### src/rtl/jimmy_io_pkg.sv
// Shared types and constants for the jimmy CPU input-port peripherals.
package jimmy_io_pkg;

  localparam int WORD_W = 8;

  typedef logic [WORD_W-1:0] word_t;

  localparam word_t TERMINATOR = 8'h00;

  typedef enum logic {
    IDLE = 1'b0,
    HOLD = 1'b1
  } port_state_t;

endpackage

### src/rtl/jimmy_in_fifo_if.sv
// Producer/CPU-side bundle of jimmy_in_fifo; master drives data, strobe and clear,
// slave (the FIFO) returns ready, port data and status.
interface jimmy_in_fifo_if
  import jimmy_io_pkg::*;
#(
  parameter int DEPTH = 16,
  parameter int WIDTH = WORD_W
);
  localparam int CNT_W = $clog2(DEPTH) + 1;

  logic [WIDTH-1:0] wr_data;
  logic             wr_valid;
  logic             wr_ready;
  logic             clear;
  logic             in_strobe;
  logic [WIDTH-1:0] port_data;
  logic [CNT_W-1:0] count;
  logic             empty;
  logic             full;
  logic             underflow;
  logic             overflow;

  modport master (
    output wr_data, wr_valid, clear, in_strobe,
    input  wr_ready, port_data, count, empty, full, underflow, overflow
  );

  modport slave (
    input  wr_data, wr_valid, clear, in_strobe,
    output wr_ready, port_data, count, empty, full, underflow, overflow
  );
endinterface

### src/rtl/jimmy_fifo_mem.sv
// DEPTH x WIDTH register array: one synchronous write port, one asynchronous read port.
// Contents are not reset; validity is tracked by the owner's pointers.
module jimmy_fifo_mem #(
  parameter int DEPTH = 16,
  parameter int WIDTH = 8
) (
  input  logic                     clk,
  input  logic                     we,
  input  logic [$clog2(DEPTH)-1:0] waddr,
  input  logic [WIDTH-1:0]         wdata,
  input  logic [$clog2(DEPTH)-1:0] raddr,
  output logic [WIDTH-1:0]         rdata
);
  logic [WIDTH-1:0] mem [DEPTH];

  always_ff @(posedge clk) begin
    if (we) mem[waddr] <= wdata;
  end

  assign rdata = mem[raddr];
endmodule

### src/rtl/jimmy_in_fifo.sv
// Input-port FIFO for jimmy in_port_0: head shown on port_data one clock after it lands,
// frozen while in_strobe is high, popped on the strobe's falling edge; wr_ready = !full.
module jimmy_in_fifo
  import jimmy_io_pkg::*;
#(
  parameter int DEPTH = 16,
  parameter int WIDTH = WORD_W
) (
  input  logic           clk,
  input  logic           reset,
  jimmy_in_fifo_if.slave bus
);
  localparam int PTR_W = $clog2(DEPTH);
  localparam int CNT_W = PTR_W + 1;
  localparam logic [CNT_W-1:0] FULL_CNT = CNT_W'(DEPTH);

  logic [PTR_W-1:0] wr_ptr, rd_ptr, rd_next;
  logic [CNT_W-1:0] count_q, count_after_pop, count_d;
  logic [WIDTH-1:0] rdata, head_d, port_q;
  logic             strobe_q, pop, pop_ok, push, empty, full;
  logic             underflow_q, overflow_q;
  port_state_t      state_q, state_d;

  always_comb begin
    empty           = (count_q == '0);
    full            = (count_q == FULL_CNT);
    push            = bus.wr_valid && !full;
    pop             = strobe_q && !bus.in_strobe;
    pop_ok          = pop && !empty;
    rd_next         = rd_ptr + PTR_W'(pop_ok);
    count_after_pop = count_q - CNT_W'(pop_ok);
    count_d         = count_after_pop + CNT_W'(push);
    // A push into a queue that is empty after the pop becomes the head before it is in memory.
    if (count_after_pop != '0) head_d = rdata;
    else if (push)             head_d = bus.wr_data;
    else                       head_d = WIDTH'(TERMINATOR);
  end

  always_comb begin
    state_d = state_q;
    case (state_q)
      IDLE:    if (bus.in_strobe)  state_d = HOLD;
      HOLD:    if (!bus.in_strobe) state_d = IDLE;
      default: state_d = IDLE;
    endcase
  end

  // Strobe tracking ignores clear so a pulse in flight still yields exactly one pop.
  always_ff @(posedge clk or negedge reset) begin
    if (!reset) begin
      state_q  <= IDLE;
      strobe_q <= 1'b0;
    end else begin
      state_q  <= state_d;
      strobe_q <= bus.in_strobe;
    end
  end

  always_ff @(posedge clk or negedge reset) begin
    if (!reset) begin
      wr_ptr      <= '0;
      rd_ptr      <= '0;
      count_q     <= '0;
      port_q      <= WIDTH'(TERMINATOR);
      underflow_q <= 1'b0;
      overflow_q  <= 1'b0;
    end else if (bus.clear) begin
      wr_ptr      <= '0;
      rd_ptr      <= '0;
      count_q     <= '0;
      port_q      <= WIDTH'(TERMINATOR);
      underflow_q <= 1'b0;
      overflow_q  <= 1'b0;
    end else begin
      if (push) wr_ptr <= wr_ptr + PTR_W'(1);
      rd_ptr  <= rd_next;
      count_q <= count_d;
      if (state_d == IDLE) port_q <= head_d;
      if (pop && empty) underflow_q <= 1'b1;
      if (bus.wr_valid && full) overflow_q <= 1'b1;
    end
  end

  jimmy_fifo_mem #(
    .DEPTH (DEPTH),
    .WIDTH (WIDTH)
  ) u_mem (
    .clk   (clk),
    .we    (push && !bus.clear),
    .waddr (wr_ptr),
    .wdata (bus.wr_data),
    .raddr (rd_next),
    .rdata (rdata)
  );

  assign bus.wr_ready  = !full;
  assign bus.port_data = port_q;
  assign bus.count     = count_q;
  assign bus.empty     = empty;
  assign bus.full      = full;
  assign bus.underflow = underflow_q;
  assign bus.overflow  = overflow_q;
endmodule

### src/flat_wrapper.sv
// flat-port wrapper written by rule: the top's interface ports become plain ports
module jimmy_in_fifo_flat import jimmy_io_pkg::*;
#(
  parameter int DEPTH = 16,
  parameter int WIDTH = WORD_W
)
  (clk, reset, bus_wr_data, bus_wr_valid, bus_clear, bus_in_strobe, bus_wr_ready, bus_port_data, bus_count, bus_empty, bus_full, bus_underflow, bus_overflow);
  jimmy_in_fifo_if #(.DEPTH(DEPTH), .WIDTH(WIDTH)) bus_i ();
  input  logic clk;
  input  logic reset;
  input wire logic [$bits(bus_i.wr_data)-1:0] bus_wr_data;
  input wire logic [$bits(bus_i.wr_valid)-1:0] bus_wr_valid;
  input wire logic [$bits(bus_i.clear)-1:0] bus_clear;
  input wire logic [$bits(bus_i.in_strobe)-1:0] bus_in_strobe;
  output wire logic [$bits(bus_i.wr_ready)-1:0] bus_wr_ready;
  output wire logic [$bits(bus_i.port_data)-1:0] bus_port_data;
  output wire logic [$bits(bus_i.count)-1:0] bus_count;
  output wire logic [$bits(bus_i.empty)-1:0] bus_empty;
  output wire logic [$bits(bus_i.full)-1:0] bus_full;
  output wire logic [$bits(bus_i.underflow)-1:0] bus_underflow;
  output wire logic [$bits(bus_i.overflow)-1:0] bus_overflow;
  assign bus_i.wr_data = bus_wr_data;
  assign bus_i.wr_valid = bus_wr_valid;
  assign bus_i.clear = bus_clear;
  assign bus_i.in_strobe = bus_in_strobe;
  assign bus_wr_ready = bus_i.wr_ready;
  assign bus_port_data = bus_i.port_data;
  assign bus_count = bus_i.count;
  assign bus_empty = bus_i.empty;
  assign bus_full = bus_i.full;
  assign bus_underflow = bus_i.underflow;
  assign bus_overflow = bus_i.overflow;
  jimmy_in_fifo #(.DEPTH(DEPTH), .WIDTH(WIDTH)) u_core (.clk(clk), .reset(reset), .bus(bus_i));
endmodule
### config.mk
export PLATFORM = sky130hd
export DESIGN_NAME = jimmy_in_fifo_flat
export DESIGN_NICKNAME = d
export VERILOG_FILES = /design/src/rtl/jimmy_io_pkg.sv /design/src/rtl/jimmy_in_fifo_if.sv /design/src/rtl/jimmy_fifo_mem.sv /design/src/rtl/jimmy_in_fifo.sv /design/src/flat_wrapper.sv
export SDC_FILE = /design/constraint.sdc
export NUM_CORES = 1
export LEC_CHECK = 0
export ABC_CLOCK_PERIOD_IN_PS = 2790
export CORE_MARGIN = 2
export CORE_UTILIZATION = 44
export CTS_BUF_LIST = sky130_fd_sc_hd__clkbuf_2
export DETAILED_ROUTE_END_ITERATION = 10
export GPL_TIMING_DRIVEN = 0
export MAX_ROUTING_LAYER = met4
export SKIP_LAST_GASP = 1
export SYNTH_ARGS = -nofsm -noshare
export SYNTH_HDL_FRONTEND = slang
export SYNTH_SLANG_ARGS = --single-unit
### constraint.sdc
create_clock -name clk -period 2.79 [get_ports clk]
set_clock_uncertainty 0.05 [all_clocks]
set_input_delay 0.558 -clock clk [delete_from_list [all_inputs] [get_ports clk]]
set_output_delay 0.558 -clock clk [all_outputs]
set_load 0.005 [all_outputs]
==> results of run 1 <==
## per-stage QoR
stage / utilization (%) / instances / setup TNS [ps] / power, uW / hold WS (ps)
after detailed placement: 48.8 / 578 / -21860 / 4620 / 434
after global routing: 52.8 / 627 / -2150 / 6600 / 317
final: 52.8 / 627 / -854 / 6310 / 350
after CTS: 51.5 / 615 / -1160 / 6150 / 296
after global placement: 48.5 / 576 / -27050 / 4590 / 431
after floorplan: - / 362 / 0 / 3950 / 212
## where the power goes
| part | switching, uW | internal [uW] | total, uW |
|---|---|---|---|
| clock network | 783 | 599 | 1380 |
| logic | 1080 | 1140 | 2220 |
| registers | 114 | 2590 | 2710 |
## per-layer routing
| layer | global-route usage, % | wire, um |
|---|---|---|
| met5 | - | 0 |
| met3 | 3.89 | 679 |
| met1 | 26.7 | 6450 |
| met2 | 28.8 | 6790 |
| met4 | 5.62 | 199 |
## cell type report
type,instances,area [um^2],area share (%)
inverters,11,41.3,0.540
clock buffers,18,90.1,1.18
plain buffers,16,174,2.27
repair buffers,49,459,6.00
well taps,184,230,3.01
multi-input cells,182,2010,26.3
diodes,1,2.50,0.0327
clock inverters,14,195,2.55
flip-flops and latches,152,4450,58.1
## cell families after synthesis
kind of cell,synth area share (%)
AO/OA/AOI/OAI,4.54
flip-flops,68.6
XOR/XNOR,1.97
AND/OR/NAND/NOR,7.57
buffers and inverters,3.19
adder cells (fa/ha/maj),1.93
multiplexers,12.2
## synth_stat cells (all sizes together) (2+ instances only)
library cell,count
and2,2
and3,7
nor3,4
mux4,32
edfxtp,128
ha,10
o41ai,8
xnor2,6
dfrtp,24
xor2,6
buf,13
inv,11
nand2,29
a211oi,8
a21oi,11
a31oi,2
nor4,4
nor3b,2
nand3,3
nor2b,12
clkbuf,4
nand2b,4
nand3b,2
nor2,23
## worst paths after layout
kind | cells after the start | slack, ps | to
worst max-delay path | 9 | -160 | u_core.bus.port_data[0]
worst min-delay path | 1 | 350 | u_core.bus.port_data[5]
worst max register to register | 9 | -160 | u_core.bus.port_data[0]
worst min register to register | 2 | 490 | u_core.bus.port_data[6]
max in group asynchronous | 1 | 1620 | u_core.bus.count[3]
min in group clk | 1 | 370 | u_core.strobe_q
## registers in the layout, indices dropped and copies added (netlist names)
name,flops
u_core.u_mem.mem,128
u_core.bus.port_data,8
u_core.bus.count,5
u_core.rd_ptr,4
u_core.wr_ptr,4
u_core.bus.overflow,1
u_core.bus.underflow,1
u_core.strobe_q,1
## repair_timing
item,in CTS,in global routing
pin swaps,6,0
endpoints found under the setup margin,20,11
gates cloned,0,1
buffers inserted,5,11
endpoints found under the hold margin,0,0
resized for setup,25,20
==> flow_metrics.env, run 1 <==
export IMPL_drtAntennaViolNets=0
export IMPL_antenna_violations_before_repair=1
export IMPL_cts_sink_count=152
export IMPL_cellLeakagePower_uw=0.00259
export IMPL_synth_seq_area_share_pct=68.6
export IMPL_yosysUniqueCellTypes=45
export IMPL_worst_ir_drop_vdd_uv=291
export IMPL_rsz0062_at_grt="yes"
export IMPL_crit_path_cell_trace="nor4_4 -> nor2b_4 -> nor3b_4 -> ha_4 -> ha_4 -> clkbuf_16 -> mux4_2 -> a211oi_2 -> o41ai_2"
export IMPL_post_synth_inst_count=362
export IMPL_avgRoutedWirePerCell_um=22.5
export IMPL_worstSetupStartpointType="flop"
export IMPL_floorplan_core_area_um2=14500
export IMPL_stdcell_area_um2=7650
export IMPL_synth_top_area_share_pct=59.4
export IMPL_die_width_um=125
export IMPL_timing_fmax_mhz=339
export IMPL_drt_first_pass_iters=5
export IMPL_grt_max_degree=25
export IMPL_maximum_cell_stage_delay_along_the_critical_path_ps=540
export IMPL_layout_common_cells="128 x sky130_fd_sc_hd__edfxtp_1, 29 x sky130_fd_sc_hd__clkdlybuf4s50_1, 28 x sky130_fd_sc_hd__nand2_1"
export IMPL_final_nets=452
export IMPL_final_fill_count=1152
export IMPL_cp_startpoint="u_core.bus.count[2]"
export IMPL_number_of_maximum_capacitance_constraint_violations=0
export IMPL_tritoncts="done"
export IMPL_maximum_count_of_clock_buffers_along_a_single_path=2
export IMPL_port_buffer_count=30
export IMPL_async_reset_ff_share_pct=15.8
export IMPL_fp_row_count=44
export IMPL_final_setup_worst_slack_ps=-163
export IMPL_critical_path_class="reg -> reg"
export IMPL_hold_buffers=0
export IMPL_synth_warning_count=0
export IMPL_final_period_minus_worst_setup_slack_ps=2950
export IMPL_number_of_buffer_and_inverter_stages_on_the_critical_path=1
export IMPL_final_report_setup_violation_count=9
export IMPL_cts_reportedPaths_clkPinSlew_ps=250
export IMPL_dominantRegCellSynth="sky130_fd_sc_hd__edfxtp_1"
export IMPL_hpwl_mm=8.99
export IMPL_number_of_global_route_vias_before_repair=3488
export IMPL_timing_critical_path_mode_cell="sky130_fd_sc_hd__ha_4"
export IMPL_outcome="finished, violations left"
export IMPL_failed_checks="setup timing"
export IMPL_drc=0
export IMPL_grt_use_total_pct=19.1
export IMPL_ys_top_cells_by_area="sky130_fd_sc_hd__edfxtp_1 59%, sky130_fd_sc_hd__dfrtp_1 9.3%, sky130_fd_sc_hd__mux4_1 6.1%"
export IMPL_hold_viol=0
export IMPL_areaGrowthSynthToFinish_pct=18.2
export IMPL_dpl_instance_area_um2=7060
export IMPL_wirelength_mm=14.1
export IMPL_hp_class="in -> async"
export IMPL_fp_dieH_um=125
export IMPL_relSlewSlack_pct=9.90
export IMPL_critical_path_arrival_ps=3480
export IMPL_vias_per_cell=5.50
export IMPL_initial_core_util_pct=44.7
export IMPL_critical_path_s_top_delay_family="simple AND/OR/NAND/NOR gates"
export IMPL_slew_viol_final=0
export IMPL_synth_fp_nets=385
export IMPL_slowest_stage="sky130_fd_sc_hd__mux4_2"
export IMPL_synth_top_cell_by_area="sky130_fd_sc_hd__edfxtp_1"
export IMPL_min_period_over_period_pct=106
export IMPL_leftover_overflow_at_the_end_of_global_routing=0
export IMPL_drt_initial_drc_count=358
export IMPL_r2r_start="u_core.bus.count[2]"
export IMPL_synth_cell_area_um2=6470
export IMPL_pin_count=31
export IMPL_layout_drive_gt1_share_pct=31.0
export IMPL_skew_pair_late_insertion_delay_ps=700
export IMPL_detailedPlace_worstSlack_ps=-767
export IMPL_power_density_nw_per_um2=824
export IMPL_synth_seq_cells=152
export IMPL_final_common_cell="sky130_fd_sc_hd__edfxtp_1"
export IMPL_cts_max_level=4
export IMPL_count_of_flip_flops_with_a_built_in_enable_after_synthesis=128
export IMPL_crit_path_max_fanout=7
export IMPL_place_congestion=0.798
export IMPL_wire_length_of_the_first_global_routing_pass_mm=21.2
export IMPL_fp_dieArea_um2=15700
export IMPL_worstMarginPinSlew_ps=1340
export IMPL_critPathCaptureType="flop"
export IMPL_crit_required_ps=3320
export IMPL_syn_avg_cell_area_um2=17.9
export IMPL_clock_root_buffer="sky130_fd_sc_hd__clkbuf_2"
export IMPL_route_vias_total=3450
export IMPL_cts_buf_count=17
Note: power is estimated with default switching activity, not from simulation.
==> run 2, diff against run 1 <==
- CORE_UTILIZATION: 44 -> 50
- PLACE_DENSITY: default -> 0.71
==> flow_metrics.env, run 2 (same netlist as run 1, synthesis figures left out) <==
export IMPL_final_period_minus_worst_setup_slack_ps=2940
export IMPL_hp_class="in -> reg"
export IMPL_worstMarginPinSlew_ps=1120
export IMPL_slew_viol_final=0
export IMPL_relSlewSlack_pct=25.2
export IMPL_pwr_share_clk_pct=18.8
export IMPL_drtAntennaViolNets=0
export IMPL_wirelength_mm=14.5
export IMPL_hpwl_mm=8.84
export IMPL_grt_max_degree=25
export IMPL_pin_count=31
export IMPL_placed_cells_incl_taps=569
export IMPL_number_of_global_route_vias_before_repair=3670
export IMPL_final_setup_tns_ps=-788
export IMPL_cell_internal_pwr_uw=4070
export IMPL_worst_ir_drop_vdd_uv=284
export IMPL_skew_pair_late_insertion_delay_ps=720
export IMPL_layout_common_cells="128 x sky130_fd_sc_hd__edfxtp_1, 31 x sky130_fd_sc_hd__buf_4, 28 x sky130_fd_sc_hd__nand2_1, 28 x sky130_fd_sc_hd__mux4_2, 28 x sky130_fd_sc_hd__clkdlybuf4s50_1"
export IMPL_fp_dieH_um=118
export IMPL_vias_per_cell=5.71
export IMPL_maximum_cell_stage_delay_along_the_critical_path_ps=560
export IMPL_p_sw_uw=1870
export IMPL_crit_path_max_fanout=7
export IMPL_antenna_violations_before_repair=1
export IMPL_cts_buf_count=17
export IMPL_areaGrowthSynthToFinish_pct=17.8
export IMPL_critical_path_class="reg -> reg"
export IMPL_port_buffer_count=30
export IMPL_cts_sink_count=152
export IMPL_drt_first_pass_iters=5
export IMPL_power_frac_comb_pct=35.8
export IMPL_power_sequential_fraction_pct=45.4
export IMPL_largest_register_ff_count=128
export IMPL_route_vias_total=3601
export IMPL_critical_path_arrival_ps=3490
export IMPL_outcome="finished, violations left"
export IMPL_fp_row_count=41
export IMPL_fp_dieArea_um2=13900
export IMPL_wire_length_of_the_first_global_routing_pass_mm=22.1
export IMPL_p_sw_share_pct=31.5
export IMPL_leftover_overflow_at_the_end_of_global_routing=0
export IMPL_layout_drive_gt1_share_pct=30.8
export IMPL_worstSetupStartpointType="flop"
export IMPL_critical_path_s_top_delay_family="simple AND/OR/NAND/NOR gates"
export IMPL_power_density_nw_per_um2=778
export IMPL_crit_required_ps=3340
export IMPL_tritoncts="done"
export IMPL_drt_initial_drc_count=320
export IMPL_floorplan_core_area_um2=12600
export IMPL_timing_fmax_mhz=340
export IMPL_final_common_cell="sky130_fd_sc_hd__edfxtp_1"
export IMPL_maximum_count_of_clock_buffers_along_a_single_path=2
export IMPL_slowest_stage="sky130_fd_sc_hd__mux4_1"
export IMPL_place_congestion=0.873
export IMPL_largest_register="u_core.u_mem.mem"
export IMPL_failed_checks="setup timing"
export IMPL_final_report_setup_violation_count=9
export IMPL_final_setup_worst_slack_ps=-149
export IMPL_grt_use_total_pct=22.8
export IMPL_rsz0062_at_grt="yes"
export IMPL_final_cell_count_no_fill=631
export IMPL_hold_viol=0
export IMPL_final_nets=469
export IMPL_avgRoutedWirePerCell_um=23.0
export IMPL_cellLeakagePower_uw=0.00265
export IMPL_initial_core_util_pct=51.3
export IMPL_crit_path_cell_trace="nor4_4 -> nor2b_4 -> nor3b_2 -> ha_2 -> ha_4 -> buf_12 -> mux4_1 -> nor2b_1 -> a211oi_4 -> o41ai_2"
export IMPL_clock_root_buffer="sky130_fd_sc_hd__clkbuf_2"
export IMPL_cts_max_level=4
export IMPL_die_width_um=118
export IMPL_number_of_maximum_capacitance_constraint_violations=0
export IMPL_drc=0
export IMPL_critPathCaptureType="flop"
export IMPL_min_period_over_period_pct=105
export IMPL_cts_reportedPaths_clkPinSlew_ps=210
export IMPL_number_of_buffer_and_inverter_stages_on_the_critical_path=1
run 2: cell types whose count changed in the layout (fill, tap and decap cells not counted), moves of 4 or more:
cell and delta:
sky130_fd_sc_hd__a211oi_4 +4, sky130_fd_sc_hd__buf_4 +12, sky130_fd_sc_hd__and3_1 +5, sky130_fd_sc_hd__and3_4 -5, sky130_fd_sc_hd__clkinv_1 +6, sky130_fd_sc_hd__inv_6 -4
sky130_fd_sc_hd__a211oi_2 -4
run 2: metal layers:
| layer | wire length (um) | track usage (%) |
|---|---|---|
| met1 | 6110 | 30.2 |
| met3 | 864 | 5.28 |
| met5 | 0 | - |
| met2 | 7160 | 34.3 |
| met4 | 378 | 9.79 |
run 2: power by group through the flow:
| stage | clock network (uW) | logic, uW | registers, uW |
|---|---|---|---|
| floorplan | 0 | 1210 | 2740 |
| global placement | 0 | 1750 | 2750 |
| detailed placement | 0 | 1790 | 2760 |
| CTS | 1140 | 2000 | 2700 |
| global route | 1220 | 2310 | 2710 |
| finish | 1110 | 2130 | 2690 |
run 2: worst paths after layout:
path / startpoint / end / slack, ps / cells past startpoint
min: bus_in_strobe / u_core.strobe_q / 290 / 1
max reg2reg: u_core.bus.count[1] / u_core.bus.port_data[7] / -150 / 10
max: u_core.bus.count[1] / u_core.bus.port_data[7] / -150 / 10
min reg2reg: u_core.bus.port_data[3] / u_core.bus.port_data[3] / 490 / 2
max in group asynchronous: reset / u_core.bus.count[4] / 1610 / 1
min in group asynchronous: reset / u_core.strobe_q / 350 / 1
run 2: final cells by class:
type | instances | area (um^2)
fillers | 971 | 4990
flip-flops and latches | 152 | 4450
multi-input cells | 182 | 1940
repair buffers | 65 | 579
well taps | 172 | 215
plain buffers | 17 | 191
clock inverters | 13 | 113
clock buffers | 18 | 90.1
inverters | 11 | 41.3
diodes | 1 | 2.50
run 2: timing repair:
| item | CTS | global route |
|---|---|---|
| pin swaps | 8 | 3 |
| cloned | 1 | 0 |
| endpoints found under the setup margin | 12 | 15 |
| setup buffers | 22 | 6 |
| hold buffers | 0 | 0 |
| resized for setup | 32 | 13 |
| hold endpoints to repair | 0 | 0 |
run 2: per-stage QoR:
step | power (uW) | instance area (um^2) | setup slack [ps] | util, % | hold WS (ps)
2_1_floorplan | 3950 | 6500 | 16.2 | - | 212
3_3_place_gp | 4500 | 7010 | -875 | 55.6 | 431
3_5_place_dp | 4550 | 7060 | -839 | 55.9 | 431
4_1_cts | 5840 | 7540 | -156 | 59.7 | 247
5_1_grt | 6240 | 7620 | -229 | 60.4 | 255
6_report | 5930 | 7620 | -149 | 60.4 | 294
==> run 3, diff against run 2 <==
- DONT_BUFFER_PORTS: default -> 1
- PLACE_DENSITY: 0.71 -> 0.68
- RECOVER_POWER: default -> 25
==> flow_metrics.env, run 3 (same netlist as run 1, synthesis figures left out) <==
export IMPL_layout_drive_gt1_share_pct=29.5
export IMPL_tritoncts="done"
export IMPL_drt_first_pass_iters=5
export IMPL_wirelength_mm=14.0
export IMPL_antenna_violations_before_repair=1
export IMPL_timing_fmax_mhz=336
export IMPL_critPathCaptureType="flop"
export IMPL_maximum_count_of_clock_buffers_along_a_single_path=2
export IMPL_initial_core_util_pct=51.3
export IMPL_largest_register_ff_count=128
export IMPL_power_uw=5710
export IMPL_relSlewSlack_pct=7.74
export IMPL_route_vias_total=3426
export IMPL_drc=0
export IMPL_layout_common_cells="128 x sky130_fd_sc_hd__edfxtp_1, 27 x sky130_fd_sc_hd__nand2_1, 25 x sky130_fd_sc_hd__mux4_2"
export IMPL_final_report_setup_violation_count=8
export IMPL_skew_pair_late_insertion_delay_ps=740
export IMPL_final_period_minus_worst_setup_slack_ps=2970
export IMPL_largest_register="u_core.u_mem.mem"
export IMPL_cts_sink_count=152
export IMPL_worstMarginPinSlew_ps=1370
export IMPL_hpwl_mm=8.66
export IMPL_cts_buf_count=17
export IMPL_final_nets=428
export IMPL_place_congestion=0.794
export IMPL_critical_path_class="reg -> reg"
export IMPL_rsz0062_at_grt="yes"
export IMPL_fp_dieH_um=118
export IMPL_areaGrowthSynthToFinish_pct=13.3
export IMPL_critical_path_arrival_ps=3550
export IMPL_power_density_nw_per_um2=779
export IMPL_final_common_cell="sky130_fd_sc_hd__edfxtp_1"
export IMPL_crit_path_cell_trace="nor4_4 -> nor2b_4 -> nor3b_4 -> ha_4 -> ha_4 -> buf_12 -> clkbuf_16 -> mux4_2 -> and2b_1 -> a211oi_4 -> o41ai_2"
export IMPL_fp_dieArea_um2=13900
export IMPL_slowest_stage="sky130_fd_sc_hd__dfrtp_2"
export IMPL_maximum_cell_stage_delay_along_the_critical_path_ps=500
export IMPL_worstSetupStartpointType="flop"
export IMPL_wire_length_of_the_first_global_routing_pass_mm=21.0
export IMPL_avgRoutedWirePerCell_um=23.8
export IMPL_slew_viol_final=0
export IMPL_postLayoutCoreUtil_pct=58.1
export IMPL_vias_per_cell=5.81
export IMPL_worst_ir_drop_vdd_uv=349
export IMPL_leftover_overflow_at_the_end_of_global_routing=0
export IMPL_grt_use_total_pct=22.1
export IMPL_crit_path_max_fanout=7
export IMPL_timing_critical_path_mode_cell="sky130_fd_sc_hd__ha_4"
export IMPL_port_buffer_count=0
export IMPL_hp_class="in -> reg"
export IMPL_floorplan_core_area_um2=12600
export IMPL_cts_max_level=4
export IMPL_final_fill_count=983
export IMPL_hold_viol=0
export IMPL_grt_max_degree=25
export IMPL_number_of_maximum_capacitance_constraint_violations=0
export IMPL_pin_count=31
export IMPL_clock_root_buffer="sky130_fd_sc_hd__clkbuf_2"
export IMPL_outcome="finished, violations left"
export IMPL_min_period_over_period_pct=107
export IMPL_crit_required_ps=3370
export IMPL_number_of_global_route_vias_before_repair=3429
export IMPL_failed_checks="setup timing"
export IMPL_drt_initial_drc_count=332
export IMPL_final_setup_worst_slack_ps=-184
export IMPL_die_width_um=118
export IMPL_drtAntennaViolNets=0
export IMPL_cellLeakagePower_uw=0.00248
export IMPL_fp_row_count=41
export IMPL_cts_reportedPaths_clkPinSlew_ps=190
run 3: cell count changes in the layout (fill, tap and decap cells not counted), moves of 3 or more:
cell	before	now
sky130_fd_sc_hd__clkdlybuf4s50_1	28	0
sky130_fd_sc_hd__buf_4	31	11
sky130_fd_sc_hd__dlygate4sd3_1	0	12
sky130_fd_sc_hd__clkinv_1	6	2
sky130_fd_sc_hd__mux4_1	4	7
sky130_fd_sc_hd__mux4_2	28	25
run 3: repair_timing:
| action | in CTS | in global routing |
|---|---|---|
| buffers inserted | 2 | 5 |
| hold buffers | 12 | 1 |
| pin swaps | 7 | 9 |
| gates cloned | 0 | 1 |
| endpoints found under the setup margin | 24 | 9 |
| hold endpoints to repair | 162 | 1 |
| gates resized for setup | 14 | 31 |
run 3: worst paths after layout:
path                                           end  slack, ps               startpoint  depth (start not counted)
setup reg to reg           u_core.bus.port_data[3]       -180      u_core.bus.count[1]                         11
hold reg to reg            u_core.bus.port_data[6]        500  u_core.bus.port_data[6]                          2
setup / recovery           u_core.bus.port_data[3]       -180      u_core.bus.count[1]                         11
min in group asynchronous      u_core.bus.overflow        590                    reset                          2
max in group asynchronous      u_core.bus.count[1]       1230                    reset                          2
hold / removal              u_core.u_mem.mem[1][4]        140             bus_wr_valid                          2
run 3: routing by layer:
metal  vias up  wire length [um]  global-route usage, %
li1       1493                 -                      -
met1      1789              5970                   29.1
met2       119              6960                   33.1
met3        25               813                   6.25
met4         0               284                   8.21
met5         -                 0                      -
run 3: metrics by stage:
step                      cell area, um^2  hold WS (ps)  setup TNS (ps)  setup WS [ps]  instances
after floorplan                      6500           212               0           16.2        362
after global placement               6710           213           -7750           -480        534
after detailed placement             6750           213           -6600           -516        537
after CTS                            7170          3.31           -2090           -288        582
after global routing                 7330          81.2           -1910           -269        590
final                                7330           136           -1110           -184        590
run 3: critical path, delay by kind of cell, from the launching register on:
family | cells | cell delay (ps)
AO/OA/AOI/OAI | 2 | 290
adder cells (fa/ha/maj) | 2 | 430
buffers and inverters | 2 | 270
flip-flops | 1 | 500
multiplexers | 1 | 500
AND/OR/NAND/NOR | 4 | 810
run 3: report_power, final:
part           internal [uW]  switching, uW
registers               2590            157
clock network            402            731
logic                    893            936
total                   3890           1820
run 3: layout make-up:
cell class	count	area, um^2	area share [%]
plain buffers	17	189	2.58
clock buffers	20	100	1.36
repair buffers	24	224	3.05
inverters	11	41.3	0.563
diodes	1	2.50	0.0341
clock inverters	11	108	1.47
multi-input cells	182	2010	27.3
well taps	172	215	2.93
flip-flops and latches	152	4450	60.7
